$ cat config.mk
export PLATFORM = sky130hd
export DESIGN_NAME = uart_rx_engine
export DESIGN_NICKNAME = d
export VERILOG_FILES = /design/src/rtl/uart_rx_engine.sv
export SDC_FILE = /design/constraint.sdc
export NUM_CORES = 1
export LEC_CHECK = 0
export ABC_AREA = 1
export CAP_MARGIN = 40
export CORE_ASPECT_RATIO = 1.75
export CORE_UTILIZATION = 45
export DETAILED_ROUTE_END_ITERATION = 8
export SYNTH_ARGS = -nofsm -noshare
export SYNTH_HDL_FRONTEND = slang
export SYNTH_SLANG_ARGS = --single-unit
$ cat constraint.sdc
create_clock -name pclk -period 2.6 [get_ports pclk]
set_clock_uncertainty 0.1 [all_clocks]
set_input_delay 0.52 -clock pclk [delete_from_list [all_inputs] [get_ports pclk]]
set_output_delay 0.52 -clock pclk [all_outputs]
set_load 0.05 [all_outputs]
$ cat src/rtl/uart_rx_engine.sv
// uart_rx_engine: oversampled UART receiver with majority voting, break
// detection and a show-ahead receive FIFO carrying per-character error flags.
module uart_rx_engine #(
    parameter int unsigned OVERSAMPLE = 16,
    parameter int unsigned FIFO_DEPTH = 16,
    parameter int unsigned CW         = $clog2(FIFO_DEPTH) + 1
) (
    input  logic          pclk,
    input  logic          utrrst,
    input  logic          sample_edge,
    input  logic          uart_rxd,
    input  logic          loop_txd,
    input  logic          loop,
    input  logic [1:0]    wls,
    input  logic          pen,
    input  logic          eps,
    input  logic          sp,
    input  logic          rx_rd,
    input  logic          ovr_clr,
    output logic [7:0]    rx_data,
    output logic          rx_pe,
    output logic          rx_fe,
    output logic          rx_bi,
    output logic          rx_empty,
    output logic          rx_full,
    output logic [CW-1:0] rx_count,
    output logic          overrun,
    output logic          fifo_error,
    output logic          rx_busy
);

    localparam int unsigned TW = $clog2(OVERSAMPLE);
    localparam int unsigned AW = $clog2(FIFO_DEPTH);
    localparam int unsigned M  = OVERSAMPLE / 2;

    typedef enum logic [2:0] {
        S_IDLE,
        S_START,
        S_DATA,
        S_PARITY,
        S_STOP,
        S_BRKWAIT
    } state_t;

    state_t state, state_next;

    logic          sync1, sync2;
    logic          line_c;
    logic [TW-1:0] tk;
    logic          smp0, smp1;
    logic [2:0]    bit_cnt;
    logic [7:0]    data_r;
    logic          par_r;

    logic          tick_dec_c, tick_wrap_c, maj_c;
    logic [2:0]    last_bit_c;
    logic          exp_par_c, brk_c;

    logic          push_c;
    logic [7:0]    push_data_c;
    logic          push_pe_c, push_fe_c, push_bi_c;

    logic [7:0]            mem_data [FIFO_DEPTH];
    logic [FIFO_DEPTH-1:0] mem_pe, mem_fe, mem_bi, valid;
    logic [AW-1:0]         wr_ptr, rd_ptr;
    logic                  pop_c, wr_en_c, ovf_c;
    logic [CW-1:0]         count_next_c;

    // Two-flop synchroniser for the pin; idles high out of reset
    always_ff @(posedge pclk) begin
        if (utrrst) begin
            sync1 <= 1'b1;
            sync2 <= 1'b1;
        end else begin
            sync1 <= uart_rxd;
            sync2 <= sync1;
        end
    end

    assign line_c      = loop ? loop_txd : sync2;
    assign tick_dec_c  = sample_edge && (tk == TW'(M + 1));
    assign tick_wrap_c = sample_edge && (tk == TW'(OVERSAMPLE - 1));
    assign maj_c       = (smp0 & smp1) | (smp0 & line_c) | (smp1 & line_c);
    assign last_bit_c  = 3'(wls) + 3'd4;
    assign exp_par_c   = sp ? ~eps : (eps ? (^data_r) : ~(^data_r));
    assign brk_c       = (data_r == 8'h00) && (!pen || !par_r) && !maj_c;

    // State register; busy mirrors the next state so it is registered
    always_ff @(posedge pclk) begin
        if (utrrst) begin
            state   <= S_IDLE;
            rx_busy <= 1'b0;
        end else begin
            state   <= state_next;
            rx_busy <= (state_next != S_IDLE);
        end
    end

    // Next-state decode and character push request
    always_comb begin
        state_next  = state;
        push_c      = 1'b0;
        push_data_c = data_r;
        push_pe_c   = 1'b0;
        push_fe_c   = 1'b0;
        push_bi_c   = 1'b0;
        case (state)
            S_IDLE: begin
                if (sample_edge && !line_c) state_next = S_START;
            end
            S_START: begin
                if (tick_dec_c && maj_c)  state_next = S_IDLE;
                else if (tick_wrap_c)     state_next = S_DATA;
            end
            S_DATA: begin
                if (tick_wrap_c && (bit_cnt == last_bit_c))
                    state_next = pen ? S_PARITY : S_STOP;
            end
            S_PARITY: begin
                if (tick_wrap_c) state_next = S_STOP;
            end
            S_STOP: begin
                if (tick_dec_c) begin
                    push_c = 1'b1;
                    if (brk_c) begin
                        push_data_c = 8'h00;
                        push_fe_c   = 1'b1;
                        push_bi_c   = 1'b1;
                        state_next  = S_BRKWAIT;
                    end else begin
                        push_pe_c  = pen && (par_r != exp_par_c);
                        push_fe_c  = !maj_c;
                        state_next = S_IDLE;
                    end
                end
            end
            S_BRKWAIT: begin
                if (sample_edge && line_c) state_next = S_IDLE;
            end
            default: state_next = S_IDLE;
        endcase
    end

    // Tick counter, vote samples and character assembly
    always_ff @(posedge pclk) begin
        if (utrrst) begin
            tk      <= '0;
            smp0    <= 1'b1;
            smp1    <= 1'b1;
            bit_cnt <= '0;
            data_r  <= '0;
            par_r   <= 1'b0;
        end else if (state == S_IDLE) begin
            tk      <= '0;
            bit_cnt <= '0;
            data_r  <= '0;
            par_r   <= 1'b0;
        end else if (sample_edge) begin
            tk <= (tk == TW'(OVERSAMPLE - 1)) ? '0 : tk + TW'(1);
            if (tk == TW'(M - 1)) smp0 <= line_c;
            if (tk == TW'(M))     smp1 <= line_c;
            if (tk == TW'(M + 1)) begin
                if (state == S_DATA)   data_r[bit_cnt] <= maj_c;
                if (state == S_PARITY) par_r           <= maj_c;
            end
            if ((tk == TW'(OVERSAMPLE - 1)) && (state == S_DATA))
                bit_cnt <= bit_cnt + 3'd1;
        end
    end

    assign pop_c   = rx_rd && !rx_empty;
    assign wr_en_c = push_c && (!rx_full || pop_c);
    assign ovf_c   = push_c && rx_full && !pop_c;

    // Occupancy after this cycle's push/pop
    always_comb begin
        count_next_c = rx_count;
        case ({wr_en_c, pop_c})
            2'b10:   count_next_c = rx_count + CW'(1);
            2'b01:   count_next_c = rx_count - CW'(1);
            default: count_next_c = rx_count;
        endcase
    end

    // FIFO pointers, occupancy, status flags and sticky overrun
    always_ff @(posedge pclk) begin
        if (utrrst) begin
            wr_ptr   <= '0;
            rd_ptr   <= '0;
            rx_count <= '0;
            rx_empty <= 1'b1;
            rx_full  <= 1'b0;
            overrun  <= 1'b0;
            valid    <= '0;
        end else begin
            if (pop_c) begin
                rd_ptr        <= rd_ptr + AW'(1);
                valid[rd_ptr] <= 1'b0;
            end
            if (wr_en_c) begin
                wr_ptr        <= wr_ptr + AW'(1);
                valid[wr_ptr] <= 1'b1;
            end
            rx_count <= count_next_c;
            rx_empty <= (count_next_c == '0);
            rx_full  <= (count_next_c == CW'(FIFO_DEPTH));
            if (ovf_c)        overrun <= 1'b1;
            else if (ovr_clr) overrun <= 1'b0;
        end
    end

    // FIFO storage
    always_ff @(posedge pclk) begin
        if (!utrrst && wr_en_c) begin
            mem_data[wr_ptr] <= push_data_c;
            mem_pe[wr_ptr]   <= push_pe_c;
            mem_fe[wr_ptr]   <= push_fe_c;
            mem_bi[wr_ptr]   <= push_bi_c;
        end
    end

    assign rx_data    = rx_empty ? 8'h00 : mem_data[rd_ptr];
    assign rx_pe      = !rx_empty && mem_pe[rd_ptr];
    assign rx_fe      = !rx_empty && mem_fe[rd_ptr];
    assign rx_bi      = !rx_empty && mem_bi[rd_ptr];
    assign fifo_error = |(valid & (mem_pe | mem_fe | mem_bi));

endmodule

# Word-level counts from Yosys, hierarchy flattened
# Memory sizes are Yosys's and may differ from the RTL's. A register that Yosys moved wholly into a read port is not among the register bits.
# Cells that the tools add are included.
[totals]
regBits = 104
ramBits = 128
inputBits = 13
out_inout_bits = 21
elab_cells = 161
n_memories = 1
[op_classes]
add_sub_neg = 7
magnitude_cmp = 6
n_eq_ne = 14
n_mux = 55
n_bitwise = 14
reduce_logical = 44
[mem_list]
columns = ["memory", "depth", "width", "read_ports", "rd_ports_with_merged_regs", "wr", "line_no", "rtl"]
rows = [
  ["mem_data", 16, 8, 1, 1, 1, "63", "logic [7:0] mem_data [FIFO_DEPTH];"],
]
[op_table]
columns = ["cell", "count"]
rows = [
  ["16-bit bitwise mux", 3],
  ["16-bit 2-to-1 mux", 3],
  ["16-bit bitwise OR", 3],
  ["16-bit AND", 2],
  ["8-bit 2-to-1 mux", 4],
  ["3-bit 2-to-1 mux", 9],
  ["1-bit 2-to-1 mux", 24],
  ["1-bit logical AND", 21],
  ["3-bit one-hot mux with 6 select lines", 1],
  ["16-bit NOT", 1],
  ["16-bit OR reduction", 1],
  ["4-bit by 1-bit adder with 4-bit output, second input constant", 3],
  ["1-bit binary-select mux with 4-bit select", 3],
  ["4-bit == test, second input constant", 3],
  ["4-bit 2-to-1 mux", 3],
  ["3-bit AND reduction", 4],
  ["4-bit by 5-bit less-than comparator with 1-bit output, second input constant", 2],
  ["5-bit one-hot mux with 2 select lines", 1],
  ["8-bit bitwise mux", 1],
  ["1-bit demux with 4-bit select", 2],
  ["4-bit by 1-bit greater-or-equal comparator with 1-bit output, second input constant", 2],
  ["1-bit zero test", 8],
  ["8-bit zero test", 1],
  ["8-bit parity", 1],
  ["other kinds (26)", 34],
]

# Longest topological paths before layout
# Gate-level depths: netlist of the first run.
[depth]
word_depth = 10
mapped_depth = 21
mapped_depth_nobuf = 21

# Worst setup path before layout of the first run
# No wires, ideal clock.
[synth_path]
kind = "flip-flop to flip-flop"
start = "reg rx_empty"
end = "reg rx_empty"
setup_ns = 0.125
arrival_ns = 2.383
t_required_ns = 2.375
slack_ns = -0.008
path_stages_with_launch = 18
n_path_buf = 0
period_less_slack_ns = 2.608
path_cell_list = "dfxtp_1 -> nor2_4 -> inv_1 -> nand2_1 -> nand2_4 -> ha_1 -> inv_2 -> nand2_1 -> nand2_1 -> ha_1 -> inv_1 -> nand2_1 -> a21oi_1 -> nand2_1 -> o21ai_0 -> nor2_1 -> nand3_1 -> nand2_1"
[synth_via]
elab_chain_len = 7
elab_cells_between_ends = 8
[synth_lines]
columns = ["item", "line_no", "rtl"]
rows = [
  ["from (decl)", "24", "output logic rx_empty,"],
  ["from (signal assigned)", "205", "rx_empty <= (count_next_c == '0);"],
  ["1-bit zero test (*)", "171", "assign pop_c = rx_rd && !rx_empty;"],
  ["1-bit logical AND (*)", "171", ""],
  ["named net pop_c", "66", "logic pop_c, wr_en_c, ovf_c;"],
  ["1-bit logical OR", "172", "assign wr_en_c = push_c && (!rx_full || pop_c);"],
  ["1-bit logical AND", "172", ""],
  ["2-bit by 1-bit == test with 1-bit output or 2-bit == test (tied branches)", "178", "case ({wr_en_c, pop_c})"],
  ["5-bit one-hot mux with 2 select lines (*)", "178", ""],
  ["5-bit zero test (*)", "205", ""],
]
# Mark *: on every way through the listed nets, which the timed path passes. The rest lies on a longest branch.
# A chain may end at the register's enable or synchronous reset.

==> flow_summary_export.csv, run 1 <==
group,metric,value,unit
yosys,synth_ff_type,"edfxtp_1",
place,routabilityCongestion,0.910,
grt,grt_max_degree,28,
layout,nets,1133,
yosys,syn_avg_cell_area,10.4,um2
worst_setup_path,ff2ff_path_depth,18,
routing,viasPerCell,5.47,
place,dp_hpwl,17400,um
grt,overflow,0,
clock_tree,cts_buffer_depth,3,
floorplan,io_pins,34,
sta,setup_viol,10,
layout,areaGrowthSynthToFinish,25.4,%
power_and_ir_drop,power_density,734,nW/um2
grt,antenna_found_initial,0,
yosys,ys_warn_count,0,
yosys,synth_area_leaders,"edfxtp_1, dfxtp_1, nor2_1",
layout,antenna_cells,0,
sta,fmax,0.363,GHz
sta,grt_setup_unrepaired,"yes",
routing,post_drt_wl_per_cell,19.0,um
floorplan,fp-row-count,72,
grt,grt_pass1_wl,40600,um
routing,drtIter0Drc,566,
worst_setup_path,r2r_end,"rx_empty",
layout,regArea,6500,um2
clock_tree,root_buffer,"clkbuf_16",
worst_setup_path,worstPathRequired,1.98,ns
routing,firstDrtPassIters,5,
min_path,hold_path_class,"flop to flop",
sta,finalHoldViolations,0,
worst_setup_path,critPathLaunchType,"flop",
worst_setup_path,reg2reg_from,"tk[0]",
place,pre_cts_ws,-0.296,ns
routing,antenna_left,0,
yosys,synth_edf_count,176,
yosys,syn_nets,1015,
floorplan,initial_utilization,0.460,
yosys,synthCells,983,
routing,num_vias,7730,
clock_tree,clk_pin_slew,0.06,ns
yosys,synth_cell_type_count,41,
sta,setup_slack,-0.156,ns
worst_setup_path,crit_path_end_kind,"output pin",
min_path,hold_start,"sync1",
power_and_ir_drop,ir_drop,0.000727,V
layout,n_fill_cell,1881,
worst_setup_path,crit_type,"flop to output pin",
yosys,synth_area,10200,um2
grt,grt_pass1_vias,7650,
power_and_ir_drop,power_leakage,4.66,nW
clock_tree,cts_tree,"built",
outcome,violations,"setup timing",
sta,worst_pin_slew,0.579,ns
run,drv_cap,0,
yosys,synthArstFlopShare,0,
layout,drive_gt1_frac,0.188,
routing,routed_wl,26900,um
min_path,min_to,"sync2",
grt,gr-usage-all-layers,0.230,
sta,finalCritPeriodShare,1.06,
place,port_buffers,33,
yosys,synth_top_area_cell,"edfxtp_1",
clock_tree,ctsHtreeMaxLevel,1,
sta,slew_headroom,0.614,
yosys,ys_ff_latch,236,
worst_setup_path,cp.arrival,2.14,ns
worst_setup_path,critical_path.max_fanout,6,
min_path,hold_depth,1,
floorplan,die_h,202,um
clock_tree,cts_buffers,22,
layout,multi_input_area,3400,um2
clock_tree,clk_latency,0.50,ns
floorplan,fp.dieArea,23400,um2
worst_setup_path,timing.reg2reg.setup_slack,0.25,ns
yosys,synth_sequential_area_ratio,0.633,
outcome,outcome,"complete, but fails checks",
floorplan,die_w,116,um
floorplan,core,22300,um2
routing,post-route-drc-count,0,
sta,report.final.slew_viol_count,0,
yosys,synth_top_cell_area_share,0.516,
clock_tree,cts_hold_buf,0,
clock_tree,clock_sinks,236,
sta,period_minus_slack,2.76,ns
sta,hold_slack,0.313,ns
## power by group
group          internal [mW]  total (mW)  switching (mW)
clock                   1.71        3.06            1.35
sequential              4.04        4.14           0.102
combinational          0.954        2.23            1.27
## cells by family (layout without fill, tap and decap cells)
| logic type | count (synthesis) | after routing | share of synthesized area |
|---|---|---|---|
| XOR/XNOR | 6 | 6 | 0.00513 |
| AND/OR/NAND/NOR | 358 | 358 | 0.149 |
| AO/OA/AOI/OAI | 239 | 239 | 0.139 |
| flip-flops | 236 | 236 | 0.633 |
| adder cells (fa/ha/maj) | 19 | 19 | 0.0232 |
| buffers and inverters | 125 | 259 | 0.0500 |
## Yosys cell counts, types with 14 or more instances
cell        n
nand3_1    36
o22ai_1    16
ha_1       19
o211ai_1   32
o31ai_1    14
o21ai_0   115
a21oi_1    28
dfxtp_1    60
nand2_1   114
edfxtp_1  176
inv_1      84
nor2_1    168
clkbuf_1   17
## worst max-delay path: stages (launching register included)
cell,delay (ns)
dfxtp_4,0.37
buf_12,0.14
clkinv_8,0.08
buf_12,0.12
nor2_1,0.04
o211ai_1,0.28
o211ai_1,0.19
a21oi_2,0.24
buf_6,0.19
## final cells by class
| cell class | count | area share |
|---|---|---|
| flip-flops and latches | 236 | 0.506 |
| multi-input cells | 622 | 0.265 |
| repair buffers | 128 | 0.118 |
| clock buffers | 31 | 0.0495 |
| well taps | 296 | 0.0288 |
| inverters | 90 | 0.0285 |
| clock inverters | 9 | 0.00380 |
| repair inverters | 1 | 0.000584 |
## how the worst max path moves through the flow
stage | slack (ns) | end | cells past startpoint | start
2_1_floorplan | 0.14 | rx_data[3] | 8 | flop
3_3_place_gp | -0.26 | rx_empty | 18 | sample_edge
3_5_place_dp | -0.30 | rx_empty | 18 | sample_edge
4_1_cts | -0.11 | rx_data[1] | 7 | flop
5_1_grt | -0.23 | rx_data[2] | 7 | flop
6_report | -0.16 | rx_data[1] | 8 | flop
## state kept, by name, summed over array words and instances (netlist names), 3 cells and up, named ones only
| name | cells |
|---|---|
| mem_pe | 16 |
| rd_ptr | 4 |
| mem_data | 128 |
| bit_cnt | 3 |
| mem_bi | 16 |
| wr_ptr | 4 |
| data_r | 8 |
| tk | 4 |
| valid | 16 |
| state | 3 |
| rx_count | 5 |
| mem_fe | 16 |
## stage by stage
| stage | total power, mW | std cells | util | area [um2] | setup TNS, ns |
|---|---|---|---|---|---|
| finish | 9.43 | 1413 | 0.577 | 12800 | -1.03 |
| global route | 9.78 | 1413 | 0.577 | 12800 | -2.00 |
| CTS | 9.16 | 1395 | 0.560 | 12500 | -0.616 |
| detailed placement | 5.76 | 1342 | 0.510 | 11300 | -4.05 |
| global placement | 5.75 | 1342 | 0.510 | 11300 | -2.11 |
| floorplan | 5.21 | 983 | - | 10200 | 0 |
## what timing repair did
item                                    in CTS  in global routing
buffers inserted                             7                 12
cloned                                       6                  6
gates resized for setup                     68                 50
pin swaps                                   23                 23
endpoints found under the setup margin      12                 15
## cell usage in the layout, fill, tap and decap left out, types with 15 or more instances in the layout
cell	instances
a21oi_1	23
buf_12	17
buf_4	63
clkbuf_16	28
clkdlybuf4s50_1	20
dfxtp_1	54
edfxtp_1	176
ha_1	18
inv_1	82
nand2_1	114
nand3_1	36
nor2_1	161
o211ai_1	32
o21ai_0	84
o21ai_1	31
o21ai_2	15
## routing by layer
layer / wire, um / vias to the layer above / global-route usage
met2: 14700 / 247 / 0.425
met3: 1030 / 67 / 0.0220
met5: 0 / - / 0
met4: 1210 / 0 / 0.104
li1: - / 3704 / -
met1: 9930 / 3712 / 0.260
Power figures use the tool's default switching activity.
==> inputs of run 2 (changes only) <==
- SKIP_CTS_REPAIR_TIMING: not set -> 1
==> run 2 against run 1 <==
- the flow still finishes with violations (setup timing)
- design area is 1.9% lower
- flip-flop and latch count unchanged
- count of clock-buffer cells in the layout unchanged
- worst setup slack better by 0.010 ns
- sequential power about the same
- worst hold slack barely moved
- critical path depth did not move
- combinational power decreased by 9.0%
- maximum frequency up 0.38%
- register-to-register slack about the same
- cell count decreased by 0.78%
- global-route usage down 0.86 points
==> flow_summary_export.csv, run 2 (synthesis results as in run 1) <==
group,metric,value,unit
outcome,outcome,"complete, but fails checks",
outcome,violations,"setup timing",
worst_setup_path,worstPathRequired,1.98,ns
sta,worst_pin_slew,0.572,ns
clock_tree,clk_latency,0.50,ns
min_path,hold_path_class,"flop to flop",
power_and_ir_drop,clkPwrFrac,0.332,
routing,wl_met3,966,um
power_and_ir_drop,ir_drop,0.000761,V
place,routabilityCongestion,0.910,
clock_tree,cts_buffer_depth,3,
power_and_ir_drop,power_leakage,4.54,nW
place,pre_cts_ws,-0.296,ns
power_and_ir_drop,intPower,6.56,mW
worst_setup_path,critical_path.max_fanout,8,
place,dp_hpwl,17400,um
clock_tree,root_buffer,"clkbuf_16",
floorplan,io_pins,34,
worst_setup_path,critPathMaxStageDelay,0.41,ns
sta,hold_slack,0.313,ns
layout,nets,1122,
clock_tree,cts_tree,"built",
grt,grt_max_degree,36,
grt,grt_pass1_vias,7512,
layout,regMostFlops,"mem_data",
layout,antenna_cells,0,
clock_tree,ctsHtreeMaxLevel,1,
worst_setup_path,cp.arrival,2.13,ns
routing,routed.top_layer,"met4",
layout,drive_gt1_frac,0.176,
routing,viasPerCell,5.42,
routing,firstDrtPassIters,6,
sta,setup_slack,-0.145,ns
worst_setup_path,crit_chain,"buf_12 -> buf_12 -> buf_6 -> o21ai_0 -> o211ai_1 -> nand3_1 -> a21oi_2 -> buf_6",
power_and_ir_drop,p_sw_frac,0.290,
layout,largest_register_ffs,128,
sta,period_minus_slack,2.75,ns
worst_setup_path,crit_family,"buffers and inverters",
floorplan,fp-row-count,72,
sta,fmax,0.364,GHz
power_and_ir_drop,p_comb_frac,0.220,
floorplan,die_h,202,um
worst_setup_path,critPathLaunchType,"flop",
routing,drt-met1-wl,9840,um
routing,wl_met2,14600,um
grt,overflow,0,
sta,setup_viol,10,
sta,report.final.slew_viol_count,0,
worst_setup_path,crit_path_end_kind,"output pin",
worst_setup_path,crit_buf_inv,4,
power_and_ir_drop,power_density,733,nW/um2
routing,post-route-drc-count,0,
floorplan,core,22300,um2
worst_setup_path,worst_path_max_delay_cell,"dfxtp_4",
sta,finalHoldViolations,0,
worst_setup_path,crit_type,"flop to output pin",
sta,grt_setup_unrepaired,"yes",
routing,routed_wl,26400,um
power_and_ir_drop,seqPwrFrac,0.448,
clock_tree,cts_buffers,22,
routing,antenna_left,0,
routing,num_vias,7598,
grt,grt_pass1_wl,39200,um
clock_tree,clk_pin_slew,0.07,ns
layout,final_common_cell,"edfxtp_1",
layout,areaGrowthSynthToFinish,23.0,%
sta,slew_headroom,0.618,
grt,gr-usage-all-layers,0.221,
floorplan,fp.dieArea,23400,um2
sta,finalCritPeriodShare,1.06,
routing,drtIter0Drc,476,
power_and_ir_drop,netSwitchingPower,2.68,mW
floorplan,initial_utilization,0.460,
clock_tree,clock_sinks,236,
run,drv_cap,0,
layout,n_fill_cell,1906,
routing,post_drt_wl_per_cell,18.8,um
floorplan,die_w,116,um
place,port_buffers,33,
layout,layout_common_cells,"edfxtp_1, nor2_1, nand2_1",
grt,antenna_found_initial,0,
[run 2: cell types whose count changed in the layout (fill, tap and decap cells not counted), sizes merged]
cell,previous run,this run
inv,87,88
buf,100,91
bufbuf,1,0
clkinvlp,3,4
clkbuf,37,36
clkinv,10,8
[run 2: stage by stage]
step,total power [mW],area [um2],cells,utilization,setup TNS (ns)
5_1_grt,9.58,12600,1402,0.566,-1.80
3_3_place_gp,5.75,11300,1342,0.510,-2.11
4_1_cts,8.80,12000,1382,0.541,-2.47
6_report,9.24,12600,1402,0.566,-1.00
2_1_floorplan,5.21,10200,983,-,0
3_5_place_dp,5.76,11300,1342,0.510,-4.05
[run 2: layout make-up]
type / count / area [um2] / area share
Sequential cell: 236 / 6500 / 0.516
Inverter: 90 / 362 / 0.0287
Tap cell: 296 / 370 / 0.0294
Timing Repair inverter: 1 / 7.51 / 0.000596
Clock buffer: 31 / 636 / 0.0505
Timing Repair Buffer: 117 / 1290 / 0.103
Multi-Input combinational cell: 622 / 3380 / 0.268
Clock inverter: 9 / 48.8 / 0.00387
[run 2: final timing paths]
kind                            start         end  slack, ns  cells past startpoint
worst max-delay path             flop  rx_data[4]      -0.15                      8
worst max register to register  tk[0]    rx_empty       0.25                     18
worst min-delay path            sync1       sync2       0.31                      1
worst min register to register  sync1       sync2       0.31                      1
[run 2: power groups by stage]
stage	logic [mW]	clock network [mW]	registers, mW
5_1_grt	2.19	3.25	4.14
3_5_place_dp	1.57	0	4.18
4_1_cts	1.58	3.11	4.10
6_report	2.03	3.07	4.14
3_3_place_gp	1.57	0	4.18
2_1_floorplan	0.979	0	4.23
[run 2: per-layer routing]
metal / global-route usage / vias to the layer above
met5: 0 / -
met1: 0.250 / 3623
met3: 0.0214 / 64
met4: 0.0934 / 0
met2: 0.412 / 227
li1: - / 3684
[run 2: worst register-to-register path, stage by stage, from the launching register on]
cell      delay, ns
dfxtp_1        0.41
ha_1           0.19
inv_1          0.07
nor2_4         0.11
nand2_2        0.06
clkinv_2       0.07
nand2_4        0.05
ha_4           0.17
nand2_1        0.06
nand2_1        0.06
ha_1           0.18
inv_1          0.07
nand2_1        0.09
a21oi_1        0.15
nand2_1        0.06
o21ai_1        0.12
nor2_1         0.08
nand3_1        0.09
nand2_1        0.05
==> inputs of run 3 (changes only) <==
- CTS_CLUSTER_SIZE: not set -> 12
==> run 3 against run 2 <==
- the flow still finishes with violations (setup timing)
- cell count increased by 0.14%
- register-to-register slack hardly changed
- die area unchanged
- critical path depth down 1
- routed wire length is 0.49% higher
- combinational power barely moved
- worst setup slack got worse by 0.0084 ns
- design area hardly changed
- sequential share of layout area is essentially flat
- flip-flop and latch count stayed put
- count of clock-buffer cells in the layout up 11
- sequential power barely moved
- highest routed layer unchanged
==> flow_summary_export.csv, run 3 (synthesis results as in run 1) <==
group,metric,value,unit
outcome,outcome,"complete, but fails checks",
outcome,violations,"setup timing",
floorplan,die_h,202,um
min_path,hold_start,"sync1",
worst_setup_path,critical_path.max_fanout,8,
routing,post_drt_wl_per_cell,18.9,um
floorplan,fp.dieArea,23400,um2
worst_setup_path,crit_path_end_kind,"output pin",
layout,layout_common_cells,"edfxtp_1, nor2_1, nand2_1",
power_and_ir_drop,power_density,740,nW/um2
layout,antenna_cells,0,
run,drv_cap,0,
routing,routed_wl,26500,um
worst_setup_path,reg2reg_from,"tk[1]",
grt,gr-usage-all-layers,0.222,
grt,antenna_found_initial,0,
min_path,hold_depth,1,
layout,largest_register_ffs,128,
sta,report.final.slew_viol_count,0,
power_and_ir_drop,power_leakage,4.52,nW
power_and_ir_drop,ir_drop,0.000699,V
min_path,min_to,"sync2",
routing,antenna_left,0,
clock_tree,root_buffer,"clkbuf_16",
sta,setup_slack,-0.154,ns
layout,n_fill_cell,1919,
layout,areaGrowthSynthToFinish,23.0,%
worst_setup_path,timing.reg2reg.setup_slack,0.26,ns
clock_tree,clock_sinks,236,
sta,slew_headroom,0.606,
floorplan,fp-row-count,72,
worst_setup_path,r2r_end,"rx_empty",
grt,grt_max_degree,36,
sta,finalHoldViolations,0,
worst_setup_path,crit_type,"flop to output pin",
clock_tree,cts_tree,"built",
layout,drive_gt1_frac,0.166,
clock_tree,ctsHtreeMaxLevel,1,
routing,post-route-drc-count,0,
clock_tree,clk_pin_slew,0.06,ns
layout,final_common_cell,"edfxtp_1",
place,routabilityCongestion,0.910,
grt,grt_pass1_vias,7522,
worst_setup_path,cp.arrival,2.13,ns
floorplan,initial_utilization,0.460,
min_path,hold_path_class,"flop to flop",
grt,met1_usage,0.252,
sta,worst_pin_slew,0.590,ns
floorplan,die_w,116,um
layout,nets,1122,
layout,regMostFlops,"mem_data",
grt,overflow,0,
routing,firstDrtPassIters,5,
worst_setup_path,ff2ff_path_depth,20,
sta,fmax,0.363,GHz
sta,period_minus_slack,2.75,ns
sta,finalSetupTns,-1.02,ns
floorplan,core,22300,um2
place,port_buffers,33,
routing,num_vias,7604,
clock_tree,cts_buffer_depth,3,
sta,setup_viol,11,
grt,top_usage_layer,"met2",
power_and_ir_drop,total_power,9.33,mW
worst_setup_path,critPathLaunchType,"flop",
sta,grt_setup_unrepaired,"yes",
place,dp_hpwl,17400,um
routing,viasPerCell,5.42,
grt,use_met2,0.411,
clock_tree,clk_latency,0.51,ns
clock_tree,cts_buffers,24,
grt,grt_pass1_wl,39400,um
sta,finalCritPeriodShare,1.06,
layout,fin_util,0.566,
routing,drtIter0Drc,606,
floorplan,io_pins,34,
worst_setup_path,worstPathRequired,1.98,ns
grt,grtUsageMet3,0.0229,
==> run 3: cell count changes in the layout (fill, tap and decap cells not counted), sizes merged <==
cell and delta:
clkbuf +12, clkinv -6, buf -3, clkinvlp -1
==> run 3: area by class of cell <==
class,count,area [um2],area share
Clock inverter,2,12.5,0.000993
Clock buffer,42,699,0.0555
Tap cell,296,370,0.0294
Timing Repair Buffer,115,1280,0.102
Inverter,90,362,0.0287
Timing Repair inverter,1,7.51,0.000596
Multi-Input combinational cell,622,3360,0.267
Sequential cell,236,6500,0.516
==> run 3: through the flow <==
stage	setup WS [ns]	std cells	hold WS [ns]	instance area [um2]
after floorplan	0.139	983	0.289	10200
after global placement	-0.259	1342	0.294	11300
after detailed placement	-0.296	1342	0.300	11300
after CTS	-0.313	1386	0.316	12100
after global routing	-0.217	1404	0.328	12600
final	-0.154	1404	0.318	12600
==> run 3: how the worst max path moves through the flow <==
stage                      startpoint    endpoint  cells past startpoint  slack, ns
after global placement    sample_edge    rx_empty                     18      -0.26
after detailed placement  sample_edge    rx_empty                     18      -0.30
final                            flop  rx_data[1]                      7      -0.15
after CTS                        flop  rx_data[2]                      6      -0.31
after floorplan                  flop  rx_data[3]                      8       0.14
after global routing             flop  rx_data[7]                      9      -0.22
==> run 3: where the power goes <==
part	total, mW	switching, mW	internal (mW)	leakage [nW]
Combinational	2.01	1.22	0.796	2.22
Sequential	4.14	0.0985	4.04	1.97
Clock	3.17	1.36	1.82	0.340
==> run 3: worst max-delay path, stage by stage, from the launching register on <==
cell and delay (ns):
dfxtp_4 0.41, buf_12 0.14, clkbuf_16 0.15, o21ai_0 0.08, o211ai_1 0.25, o211ai_1 0.17, a21oi_2 0.24, buf_6 0.19
==> run 3: routing by layer <==
metal	wire length (um)	part of all wire	vias to the layer above
met5	0	0	-
met4	1120	0.042	0
met3	1030	0.039	77
met2	14400	0.54	237
met1	9950	0.38	3602
li1	-	-	3688
